$ cat config.mk
export PLATFORM = sky130hd
export DESIGN_NAME = strobe_arbiter
export DESIGN_NICKNAME = d
export VERILOG_FILES = /design/src/rtl/strobe_arbiter.sv
export SDC_FILE = /design/constraint.sdc
export NUM_CORES = 1
export LEC_CHECK = 0
export CORE_MARGIN = 4
export CORE_UTILIZATION = 41
export CTS_BUF_LIST = sky130_fd_sc_hd__clkbuf_4 sky130_fd_sc_hd__clkbuf_8
export CTS_CLUSTER_DIAMETER = 60
export CTS_CLUSTER_SIZE = 30
export DETAILED_ROUTE_END_ITERATION = 10
export PLACE_DENSITY = 0.7
export SLEW_MARGIN = 5
export SYNTH_ARGS = -nofsm -noshare
export SYNTH_HDL_FRONTEND = slang
export SYNTH_SLANG_ARGS = --single-unit
$ cat constraint.sdc
create_clock -name clk -period 4.2 [get_ports clk]
set_clock_uncertainty 0.05 [all_clocks]
set_input_delay 0.42 -clock clk [delete_from_list [all_inputs] [get_ports clk]]
set_output_delay 0.42 -clock clk [all_outputs]
set_load 0.01 [all_outputs]
$ cat src/rtl/strobe_arbiter.sv
// Round-robin scheduler feeding one toggle-strobe clock-crossing channel, with strobe spacing.
// Optional build macro STROBE_ARB_ACK_EN: WAIT ends on a returned ack (with timeout) instead of a fixed holdoff.
module strobe_arbiter #(
    parameter int NREQ    = 4,
    parameter int SRCW    = 2,
    parameter int WIDTH   = 8,
    parameter int HOLDOFF = 8,
    parameter int TIMEOUT = 256
) (
    input  logic                  clk,
    input  logic                  rst,
    input  logic [NREQ-1:0]       req,
    input  logic [NREQ*WIDTH-1:0] data_in,
    output logic [NREQ-1:0]       grant,
    output logic                  strobe_out,
    output logic [WIDTH-1:0]      data_out,
    output logic [SRCW-1:0]       src_out,
    output logic                  busy,
    input  logic                  ack_in,
    output logic                  timeout_err
);

    localparam logic ST_IDLE = 1'b0;
    localparam logic ST_WAIT = 1'b1;
    localparam logic [15:0] CNT_MAX = 16'hFFFF;

    logic            state;
    logic [15:0]     cnt;
    logic [SRCW-1:0] ptr;
    logic [SRCW-1:0] sel, sel_hi, sel_lo;
    logic            found_hi;
    logic            any_req;
    logic [NREQ-1:0] sel_onehot;
    logic [WIDTH-1:0] sel_data;
    logic            wait_done;

    assign any_req = |req;

    // Round robin: lowest set index above ptr wins, otherwise wrap to the lowest set index.
    always_comb begin
        // NOTE: every combinational output gets a default first so no path leaves it unassigned (no latch).
        sel_hi     = '0;
        sel_lo     = '0;
        found_hi   = 1'b0;
        sel_onehot = '0;
        sel_data   = '0;
        for (int i = NREQ - 1; i >= 0; i--) begin
            if (req[i]) begin
                sel_lo = SRCW'(i);
                if (i > int'(ptr)) begin
                    sel_hi   = SRCW'(i);
                    found_hi = 1'b1;
                end
            end
        end
        sel = found_hi ? sel_hi : sel_lo;
        for (int i = 0; i < NREQ; i++) begin
            if (SRCW'(i) == sel) begin
                sel_onehot[i] = 1'b1;
                sel_data      = data_in[i*WIDTH +: WIDTH];
            end
        end
    end

`ifdef STROBE_ARB_ACK_EN
    localparam logic [15:0] TMO_LAST = 16'(TIMEOUT - 1);
    localparam int unused_holdoff = HOLDOFF;

    logic ack_seen;
    logic tmo_hit;
    logic err_q;

    // cnt is 0 only in the strobe cycle, so an ack there is ignored; ack beats a same-cycle timeout.
    assign ack_seen  = ack_in && (cnt != 16'd0);
    assign tmo_hit   = !ack_seen && (cnt == TMO_LAST);
    assign wait_done = ack_seen || tmo_hit;

    always_ff @(posedge clk or posedge rst) begin
        if (rst) begin
            err_q <= 1'b0;
        end else if (state == ST_WAIT && tmo_hit) begin
            err_q <= 1'b1;
        end
    end

    assign timeout_err = err_q;
`else
    localparam logic [15:0] HOLD_LAST = 16'(HOLDOFF - 1);
    localparam int unused_timeout = TIMEOUT;

    logic unused_ack;
    assign unused_ack  = ack_in;
    assign wait_done   = (cnt == HOLD_LAST);
    assign timeout_err = 1'b0;
`endif

    // NOTE: sequential state uses non-blocking assignments so every flop samples pre-edge values.
    always_ff @(posedge clk or posedge rst) begin
        if (rst) begin
            state      <= ST_IDLE;
            cnt        <= '0;
            ptr        <= SRCW'(NREQ - 1);
            grant      <= '0;
            strobe_out <= 1'b0;
            data_out   <= '0;
            src_out    <= '0;
            busy       <= 1'b0;
        end else begin
            grant      <= '0;
            strobe_out <= 1'b0;
            case (state)
                ST_IDLE: begin
                    if (any_req) begin
                        grant      <= sel_onehot;
                        strobe_out <= 1'b1;
                        data_out   <= sel_data;
                        src_out    <= sel;
                        ptr        <= sel;
                        busy       <= 1'b1;
                        cnt        <= '0;
                        state      <= ST_WAIT;
                    end
                end
                default: begin
                    if (cnt != CNT_MAX) begin
                        cnt <= cnt + 16'd1;
                    end
                    if (wait_done) begin
                        busy  <= 1'b0;
                        state <= ST_IDLE;
                    end
                end
            endcase
        end
    end

endmodule

==> results by group <==
Status
  – Outcome: finished clean

Min path
  – HP Class: reg -> reg
  – Hold EP: data_out[3]
  – Hold_sp: data_out[3]
  – Hold Path Cell Cnt: 2

Global route
  – GRT Util Overall: 0.160
  – Largest net degree at the start of global routing: 36
  – Antenna violations before repair: 0
  – Final global-route overflow total: 0
  – First-pass GRT wire length: 7.82 mm
  – Vias in the first global route: 1575

Pwr
  – Fraction of power spent switching nets: 0.351
  – Sequential power share: 0.384
  – Pint: a little over 0.9 mW
  – Switching Power: 0.492 mW
  – Leakage: between 1 and 1.5 nW
  – Combinational power share: 0.422
  – Worst VDD drop: between 0.3 and 0.4 mV
  – Cell Pwr Density: between 500 and 600 nW/µm²
  – Clock power frac: 0.194

STA
  – Setup TNS: 0 ns
  – Hold Vio Cnt, Final: 0
  – Final hold slack: 0.430 ns
  – Final Max Slew Viols: 0
  – Endpoints failing setup: 0
  – Min Tclk post-route: 2.15 ns
  – Unrepaired setup endpoints after global routing: no
  – Fmax: 0.464 GHz
  – Slew @ Worst Pin: 0.582 ns
  – Tcrit/Tclk final: 0.513
  – Slew HR: 0.612

Yosys
  – Mux share of post-synthesis cell area: 0.124
  – Sequential area share after synthesis: 0.434
  – Simple-gate share of the synthesized area: 0.204
  – Most frequent cell after synthesis: dfrtp_1
  – Yosys top cell area share: 0.408
  – Synth Flop Type: dfrtp_1
  – Seq cells post-synth: 35
  – Synth Area in XOR/XNOR: 0.00865
  – Syn Area/Cell: 9.78 µm²
  – Post-Synth Adder-Cell Area: 0.00618
  – Mapped Nets: 247
  – Top post-synthesis cells by area: dfrtp_1, mux2i_1, nand2_1
  – Top cells by instance count after synthesis: dfrtp_1, nand2_1, o21ai_0
  – Cell Area, Synth: 2020 µm²
  – Number of synthesized flops with an enable pin: 0
  – Post-synthesis async set-or-reset flop share: 1.00
  – Largest family of logic cells by synthesized area: simple AND/OR/NAND/NOR gates
  – Netlist cell types: 55
  – Cell count after synthesis: 207
  – Cell taking the most area after synthesis: dfrtp_1
  – Post-synthesis compound-gate area fraction: 0.165
  – Synth warn: 0

Layout
  – Number of antenna diodes: 0
  – Synth-to-layout area growth: 31.6%
  – Layout cells sized above 1: 0.105
  – Final nets: 295

Clock network
  – Num CTS Buffers: 5
  – Buffer levels on the longest clock path: 2
  – Num Clock Sinks: 35
  – H-tree depth: 2
  – Worst-path clk slew: 0.06 ns
  – Cts repair resizes: 0
  – Clock Latency Late Sink: ~0.28 ns
  – CTS tree: done
  – Hold Buf Count CTS: 0
  – Setup Fix Bufs, Post-CTS: 0
  – Clk root buf: clkbuf_8

Critical path
  – Reg-to-Reg Start: cnt[0]
  – Kind of critical path: in -> reg
  – Worst Path Required: 4.34 ns
  – Crit path DAT: 2.30 ns
  – Worst Reg2Reg Path Length in Cells: 6
  – Register-to-register setup slack: around 2.1 ns
  – Crit. End Element: flip-flop
  – Worst-path maximum fanout: 19
  – Setup crit start: req[3]
  – Reg2Reg Capture Point: cnt[9]
  – Worst setup SP type: input pin

Floorplanning
  – Ports: 56
  – Core area: roughly 4800 µm²
  – Die X: 78.3 µm
  – Die area: slightly above 6000 µm²
  – Starting Density: 0.426
  – Row cnt: 25
  – Die Span Y: 78.3 µm

Detailed routing
  – Vias: 1683
  – Initial DRT Pass Iterations: 4
  – DRT iter0 DRCs: 64
  – Final wirelength: 4.66 mm
  – Post-route ant nets: 0
  – Via density per instance: 5.21
  – # DRC: 0
  – DR WL/cell: around 14 µm

Placement
  – Number of buffers added on ports: 53
  – DP HPWL: 3.50 mm
  – Routability Congestion: approximately 0.8

Flow run
  – Max-cap violations: 0
## worst max path at each step
stage | end | depth (start not counted)
after floorplan | data_out[0] | 7
after global placement | data_out[3] | 6
after detailed placement | data_out[1] | 6
after CTS | data_out[1] | 6
after global routing | data_out[3] | 6
final | data_out[1] | 6
## cell families after synthesis
kind of cell / Yosys count
and+or+nand+nor: 76
AOI/OAI and AO/OA: 48
DFF: 35
muxes: 24
buffers and inverters: 20
xor gates and xnor gates: 2
adders and majority gates: 1
other: 1
## stage by stage
stage	worst slack, ns	power, mW	instance area, µm²	utilization	cells
final	2.05	1.40	2670	0.561	323
after global placement	1.74	1.13	2560	0.539	315
after CTS	2.02	1.42	2670	0.561	323
after floorplan	2.37	0.924	2020	-	207
after detailed placement	1.73	1.14	2560	0.539	315
after global routing	1.83	1.50	2670	0.561	323
## worst max-delay path, cell delays in order
cell             delay, ns
clkdlybuf4s50_1       0.54
and2b_1               0.16
o221a_2               0.58
mux2i_1               0.15
mux2_2                0.29
o21ai_0               0.16
## power by group through the flow
stage	clock network (mW)	registers (mW)	logic [mW]
floorplan	0	0.543	0.381
global placement	0	0.539	0.594
detailed placement	0	0.544	0.601
CTS	0.277	0.538	0.604
global route	0.290	0.558	0.657
finish	0.272	0.539	0.591
## flip-flops by register name, indices dropped and copies added, names as in the netlist
register    flops
cnt            16
ptr             2
busy            1
data_out        8
state           1
grant           4
src_out         2
strobe_out      1
## area by class of cell
cell class | instances | area [µm²]
Multi-Input combinational cell | 152 | 1030
Inverter | 6 | 22.5
Fill cell | 441 | 2090
Tap cell | 67 | 83.8
Timing Repair Buffer | 55 | 546
Sequential cell | 35 | 878
Clock buffer | 8 | 104
## routing by layer
layer  global-route usage  vias to the layer above  routed length, µm
li1                     -                      847                  -
met1                0.215                      802               2180
met2                0.259                       30               2280
met3               0.0390                        4                155
met4               0.0420                        0                 45
met5                    0                        -                  0
## layout by cell type, fill, tap and decap left out, types with 2 or more instances in the layout
cell             Yosys  routed
o21ai_1              2       2
or4_1                2       2
nor3_1               3       3
o21ai_0             18      18
o21a_1               2       2
clkbuf_8             0       7
dfrtp_1             33      33
nand2_1             26      26
mux2_2               8       8
o21bai_1             2       2
or3_1                2       2
dfstp_2              2       2
and4_1               4       4
a21o_1               2       2
buf_4                2       2
nand3_1             11      11
inv_1                5       5
a21oi_1              4       4
clkdlybuf4s50_1      0      53
mux2i_1             16      16
nor2_1              11      11
o31ai_1              4       4
nor2b_1              3       3
o22ai_1              2       2
nor4_1               3       3
(Power assumes the default switching activity.)
==> edit 1, RTL diff (same settings) <==
`NREQ`: 4 -> 8.
--- a/src/rtl/strobe_arbiter.sv
+++ b/src/rtl/strobe_arbiter.sv
@@ -1,7 +1,7 @@
 // Round-robin scheduler feeding one toggle-strobe clock-crossing channel, with strobe spacing.
 // Optional build macro STROBE_ARB_ACK_EN: WAIT ends on a returned ack (with timeout) instead of a fixed holdoff.
 module strobe_arbiter #(
-    parameter int NREQ    = 4,
+    parameter int NREQ    = 8,
     parameter int SRCW    = 2,
     parameter int WIDTH   = 8,
     parameter int HOLDOFF = 8,
Ports: changed (resized data_in, grant and req); port bits go from 56 to 96. The function was not compared with the original's and may differ.
==> edit 1 against the original RTL <==
- hold slack lost 0.0021 ns
- critical path depth up 2
- non-clock buffer count grew 9
- setup slack lost 0.46 ns
- via count grew 6.3%
- synthesized area grew 1.7%
- cell area is 4.3% higher
- routed wire length grew 10%
- sequential cell count unchanged
- sequential share of layout area fell by 1.4 points
Power is not compared: it rests on default switching activity, and its combinational part moved more than twofold at a synthesized area within 25%.
==> edit 1: results (changes against the original RTL) <==
\begin{tabular}{lr}
\hline
Metric & Value \\
\hline
\multicolumn{2}{l}{\textbf{Logic synthesis}} \\
Seq/Total Area, Yosys & 42.6\% (-0.74 points) \\
Cells taking the most area after synthesis & sky130\_fd\_sc\_hd\_\_dfrtp\_1 (40\%), sky130\_fd\_sc\_hd\_\_mux2i\_1 (4.9\%), sky130\_fd\_sc\_hd\_\_nand2\_1 (3.6\%) \\
Number of library cell types mapped by synthesis & 56 (+1.8\%) \\
Post-synthesis share of cell area spent on full adders, half adders and majority gates & 0.608\% (-0.011 points) \\
Synth Area in Compound Gates & 21.1\% (+4.6 points) \\
Multiplexer fraction of the synthesized cell area & 4.86\% (-7.5 points) \\
Cell types with the highest counts after synthesis & sky130\_fd\_sc\_hd\_\_dfrtp\_1 (33), sky130\_fd\_sc\_hd\_\_nand2\_1 (20), sky130\_fd\_sc\_hd\_\_nor2\_1 (15), sky130\_fd\_sc\_hd\_\_nand3\_1 (11), sky130\_fd\_sc\_hd\_\_mux2i\_1 (10) \\
Synthesized Nets & 286 (+16\%) \\
\multicolumn{2}{l}{\textbf{Clock tree}} \\
Maximum buffer depth of the clock tree & 2 (unchanged) \\
\multicolumn{2}{l}{\textbf{Layout}} \\
Fill cell instance count of the final layout & 444 (+0.68\%) \\
Number of nets in the layout & 344 (+17\%) \\
Registers with the most flip-flops & cnt x16, data\_out x8, grant x4 \\
Share of layout cells above drive strength 1 & 11.2\% (+0.61 points) \\
\multicolumn{2}{l}{\textbf{Place}} \\
HPWL Detailed & 3.77 mm (+7.8\%) \\
Post-detailed-placement cell area & 2690 um2 (+5.1\%) \\
Placer congestion estimate & 0.857 (+5.6\%) \\
Setup slack at placement & 1.26 ns (-0.478 ns) \\
\multicolumn{2}{l}{\textbf{Worst setup path}} \\
Largest delay share family, worst path & simple AND/OR/NAND/NOR gates \\
Critical path peak fanout & 16 (-3) \\
Origin of the critical flop-to-flop path & cnt[3] \\
Capture point of the worst path & data\_out[4] \\
R2R Setup Slk & 1.66 ns (-0.48 ns) \\
Crit path launch & req[4] \\
Worst flop-to-flop path endpoint & cnt[5] \\
Arrival time reported for the critical path endpoint & 2.74 ns (+0.44 ns) \\
Worst path slowest cell & sky130\_fd\_sc\_hd\_\_or4\_4 \\
\multicolumn{2}{l}{\textbf{Route}} \\
Number of design-rule violations left by the first detailed-router iteration & 115 (+80\%) \\
Via Count & 1789 (+6.3\%) \\
Total detailed-routing wirelength & 5.13 mm (+10\%) \\
\multicolumn{2}{l}{\textbf{Min path}} \\
Min-Delay Startpoint & src\_out[1] \\
\multicolumn{2}{l}{\textbf{Global route}} \\
Antenna violations before repair & 0 (unchanged) \\
First-pass GRT wire length & 8.69 mm (+11\%) \\
Global Route Usage Sum & 17.6\% (+1.6 points) \\
\multicolumn{2}{l}{\textbf{Timing}} \\
Worst-case headroom to the max-slew limit & 57.7\% (-3.6 points) \\
Period utilization & 62.3\% (+11 points) \\
\multicolumn{2}{l}{\textbf{Run status}} \\
Outcome & finished, final reports clean \\
\hline
\end{tabular}
[edit 1: changes by cell type after synthesis, sizes merged, moves of 4 or more]
cell and delta:
o21ai -9, mux2 -8, o2bb2ai +8, a221o +6
and2 +6, mux2i -6, nand2 -5, nor2 +5
nor4 +5, clkbuf -4
[edit 1: cells by family after synthesis]
group	Yosys count
muxes	10
buffers and inverters	19
xor gates and xnor gates	3
and+or+nand+nor	88
other	1
DFF	35
AOI/OAI and AO/OA	53
adders and majority gates	1
[edit 1: worst register-to-register path: stages (launching register included)]
cell,delay (ns)
sky130_fd_sc_hd__dfrtp_1,0.43
sky130_fd_sc_hd__nand3_1,0.18
sky130_fd_sc_hd__nor4_2,0.60
sky130_fd_sc_hd__and3_1,0.42
sky130_fd_sc_hd__nand2b_1,0.42
sky130_fd_sc_hd__or3_1,0.19
sky130_fd_sc_hd__mux2i_1,0.18
[edit 1: metal layers]
layer / up-vias / part of all wire (%) / track usage [%]
met1: 834 / 45 / 23.0
met4: 0 / 1.3 / 5.15
met5: - / 0 / 0
met2: 58 / 46 / 28.8
li1: 889 / - / -
met3: 8 / 7.1 / 4.65
[edit 1: cell type report]
class	count	area [um2]	area share (%)
Tap cell	67	83.8	3.02
Inverter	6	22.5	0.810
Sequential cell	35	878	31.6
Clock buffer	6	76.3	2.75
Clock inverter	2	12.5	0.450
Timing Repair Buffer	64	633	22.8
Multi-Input combinational cell	156	1070	38.6
[edit 1: stage by stage]
stage               instances  hold WS (ns)
finish                    336         0.428
global route              336         0.478
CTS                       336         0.438
detailed placement        328         0.422
global placement          328         0.420
floorplan                 210         0.407
[edit 1: where the power goes]
group	switching [mW]	internal [mW]	leakage (nW)	total (mW)
Sequential	0.0431	0.382	0.435	0.425
Combinational	0.0980	0.119	0.664	0.217
Clock	0.123	0.122	0.0446	0.246
Total	0.264	0.623	1.14	0.888
[edit 1: worst min-delay path by stage]
stage / endpoint / cells past startpoint
2_1_floorplan: ptr[1] / 2
3_3_place_gp: src_out[1] / 2
3_5_place_dp: src_out[1] / 2
4_1_cts: src_out[1] / 2
5_1_grt: src_out[1] / 2
6_report: src_out[1] / 2
==> edit 2, RTL diff (config.mk and constraints unchanged) <==
Without the edit above. Add a define of `STROBE_ARB_ACK_EN`.
--- a/src/rtl/strobe_arbiter.sv
+++ b/src/rtl/strobe_arbiter.sv
@@ -1,5 +1,7 @@
 // Round-robin scheduler feeding one toggle-strobe clock-crossing channel, with strobe spacing.
 // Optional build macro STROBE_ARB_ACK_EN: WAIT ends on a returned ack (with timeout) instead of a fixed holdoff.
+`define STROBE_ARB_ACK_EN
+
 module strobe_arbiter #(
     parameter int NREQ    = 4,
     parameter int SRCW    = 2,
Behaviour: not the same (Yosys sat finds a counterexample within 4 cycles, from zero or initial values and one cycle with rst high).
==> edit 2 against the original RTL <==
- synthesized area fell by 2.3%
- combinational power rose by 6.6%
- sequential share of layout area rose by 1.1 points
- setup slack got worse by 0.056 ns
- cell area fell by 0.47%
- sequential cell count rose by 1
- synthesized cell count fell by 0.97%
- total power rose by 3.2%
- routed wire length fell by 7.4%
- critical endpoint is now src_out[1]
==> edit 2: results (changes against the original RTL) <==
\begin{tabular}{lr}
\hline
Metric & Value \\
\hline
\multicolumn{2}{l}{\textbf{Worst setup path}} \\
Critical path peak fanout & 31 (+12) \\
Delay of the slowest cell on the worst path & 0.50 ns (-0.08 ns) \\
Worst flop-to-flop path endpoint & cnt[13] \\
Arrival time reported for the critical path endpoint & 2.34 ns (+0.04 ns) \\
\multicolumn{2}{l}{\textbf{Place}} \\
Placer congestion estimate & 0.754 (-7.2\%) \\
HPWL Detailed & 3.31 mm (-5.5\%) \\
Number of buffer cells added on primary ports & 55 (+3.8\%) \\
Count of placed standard cells including taps & 306 (-2.9\%) \\
\multicolumn{2}{l}{\textbf{Logic synthesis}} \\
Seq/Total Area, Yosys & 45.7\% (+2.3 points) \\
Number of library cell types mapped by synthesis & 41 (-25\%) \\
Cells taking the most area after synthesis & sky130\_fd\_sc\_hd\_\_dfrtp\_1 (43\%), sky130\_fd\_sc\_hd\_\_mux2i\_1 (10\%), sky130\_fd\_sc\_hd\_\_nand2\_1 (5.1\%) \\
Cell types with the highest counts after synthesis & sky130\_fd\_sc\_hd\_\_dfrtp\_1 (34), sky130\_fd\_sc\_hd\_\_nand2\_1 (27), sky130\_fd\_sc\_hd\_\_mux2i\_1 (20), sky130\_fd\_sc\_hd\_\_nand3\_1 (15), sky130\_fd\_sc\_hd\_\_nor2\_1 (14) \\
\multicolumn{2}{l}{\textbf{Route}} \\
Number of design-rule violations left by the first detailed-router iteration & 55 (-14\%) \\
Routed len/inst & 13.7 um (-4.7\%) \\
\multicolumn{2}{l}{\textbf{Min path}} \\
Min-Delay Startpoint & timeout\_err \\
Hold Path Stages & 1 (-1) \\
Min-Delay Endpoint & timeout\_err \\
\multicolumn{2}{l}{\textbf{Timing}} \\
Transition time of the tightest slew-check pin & 0.768 ns (+0.186 ns) \\
\multicolumn{2}{l}{\textbf{Power and ir drop}} \\
Pleak & 1.17 nW (+0.63\%) \\
\multicolumn{2}{l}{\textbf{Layout}} \\
Final non-filler cell total & 314 (-2.8\%) \\
Fill cell instance count of the final layout & 422 (-4.3\%) \\
Share of layout cells above drive strength 1 & 10.8\% (+0.22 points) \\
\multicolumn{2}{l}{\textbf{Global route}} \\
First-pass GRT wire length & 7.51 mm (-3.9\%) \\
Global Route Usage Sum & 15.9\% (-0.078 points) \\
\multicolumn{2}{l}{\textbf{Run status}} \\
Outcome & finished, final reports clean \\
\hline
\end{tabular}
==> edit 2: cell count changes after synthesis, sizes merged, moves of 3 or more <==
cell,delta
nor3,+8
o21ai,-8
buf,-5
mux2i,+4
nand3,+4
a211oi,+3
a21oi,-3
and4,-3
nor2,+3
o31ai,-3
==> edit 2: logic make-up (layout without fill, tap and decap cells) <==
logic type | after synthesis | count (layout) | share of synthesized area [%]
adder cells (fa/ha/maj) | 2 | 2 | 1.26
AND/OR/NAND/NOR | 91 | 91 | 23.3
AO/OA/AOI/OAI | 28 | 28 | 9.23
flip-flops | 36 | 36 | 45.7
multiplexers | 29 | 29 | 15.4
XOR/XNOR | 3 | 3 | 1.33
buffers and inverters | 16 | 71 | 3.79
==> edit 2: critical path: cells and delay by family <==
kind,cells,cell delay [ns]
AND/OR/NAND/NOR,4,1.12
buffers and inverters,2,0.79
==> edit 2: where the power goes <==
group	switching, mW	internal (mW)	total [mW]
sequential	0.0948	0.461	0.556
combinational	0.310	0.320	0.630
clock	0.121	0.140	0.261
total	0.527	0.921	1.45
==> edit 2: metrics by stage <==
step                instance area (um2)  hold slack, ns  total power [mW]
CTS                                2650           0.418              1.47
global placement                   2550           0.396              1.19
floorplan                          1980           0.412             0.964
global route                       2650           0.440              1.57
finish                             2650           0.409              1.45
detailed placement                 2550           0.404              1.20
==> edit 2: cell type report <==
| cell class | instances | area (um2) | area share (%) |
|---|---|---|---|
| Clock buffer | 7 | 90.1 | 3.40 |
| Clock inverter | 1 | 7.51 | 0.283 |
| Inverter | 7 | 26.3 | 0.991 |
| Multi-Input combinational cell | 153 | 1000 | 37.7 |
| Sequential cell | 36 | 903 | 34.1 |
| Tap cell | 54 | 67.6 | 2.55 |
| Timing Repair Buffer | 56 | 558 | 21.0 |
==> edit 2: metal layers <==
metal | track usage, % | share of wire, % | vias to the layer above
met1 | 19.3 | 44 | 751
li1 | - | - | 833
met5 | 0 | 0 | -
met3 | 5.92 | 9.2 | 7
met2 | 25.0 | 45 | 55
met4 | 7.47 | 2.0 | 0
==> edit 2: how the worst max path moves through the flow <==
stage | cells past startpoint | slack (ns) | start | to
2_1_floorplan | 7 | 2.27 | req[1] | data_out[0]
3_3_place_gp | 6 | 1.74 | req[1] | grant[2]
3_5_place_dp | 6 | 1.65 | req[1] | src_out[1]
4_1_cts | 6 | 1.97 | req[1] | grant[2]
5_1_grt | 6 | 1.70 | req[1] | src_out[1]
6_report | 6 | 1.99 | req[1] | src_out[1]
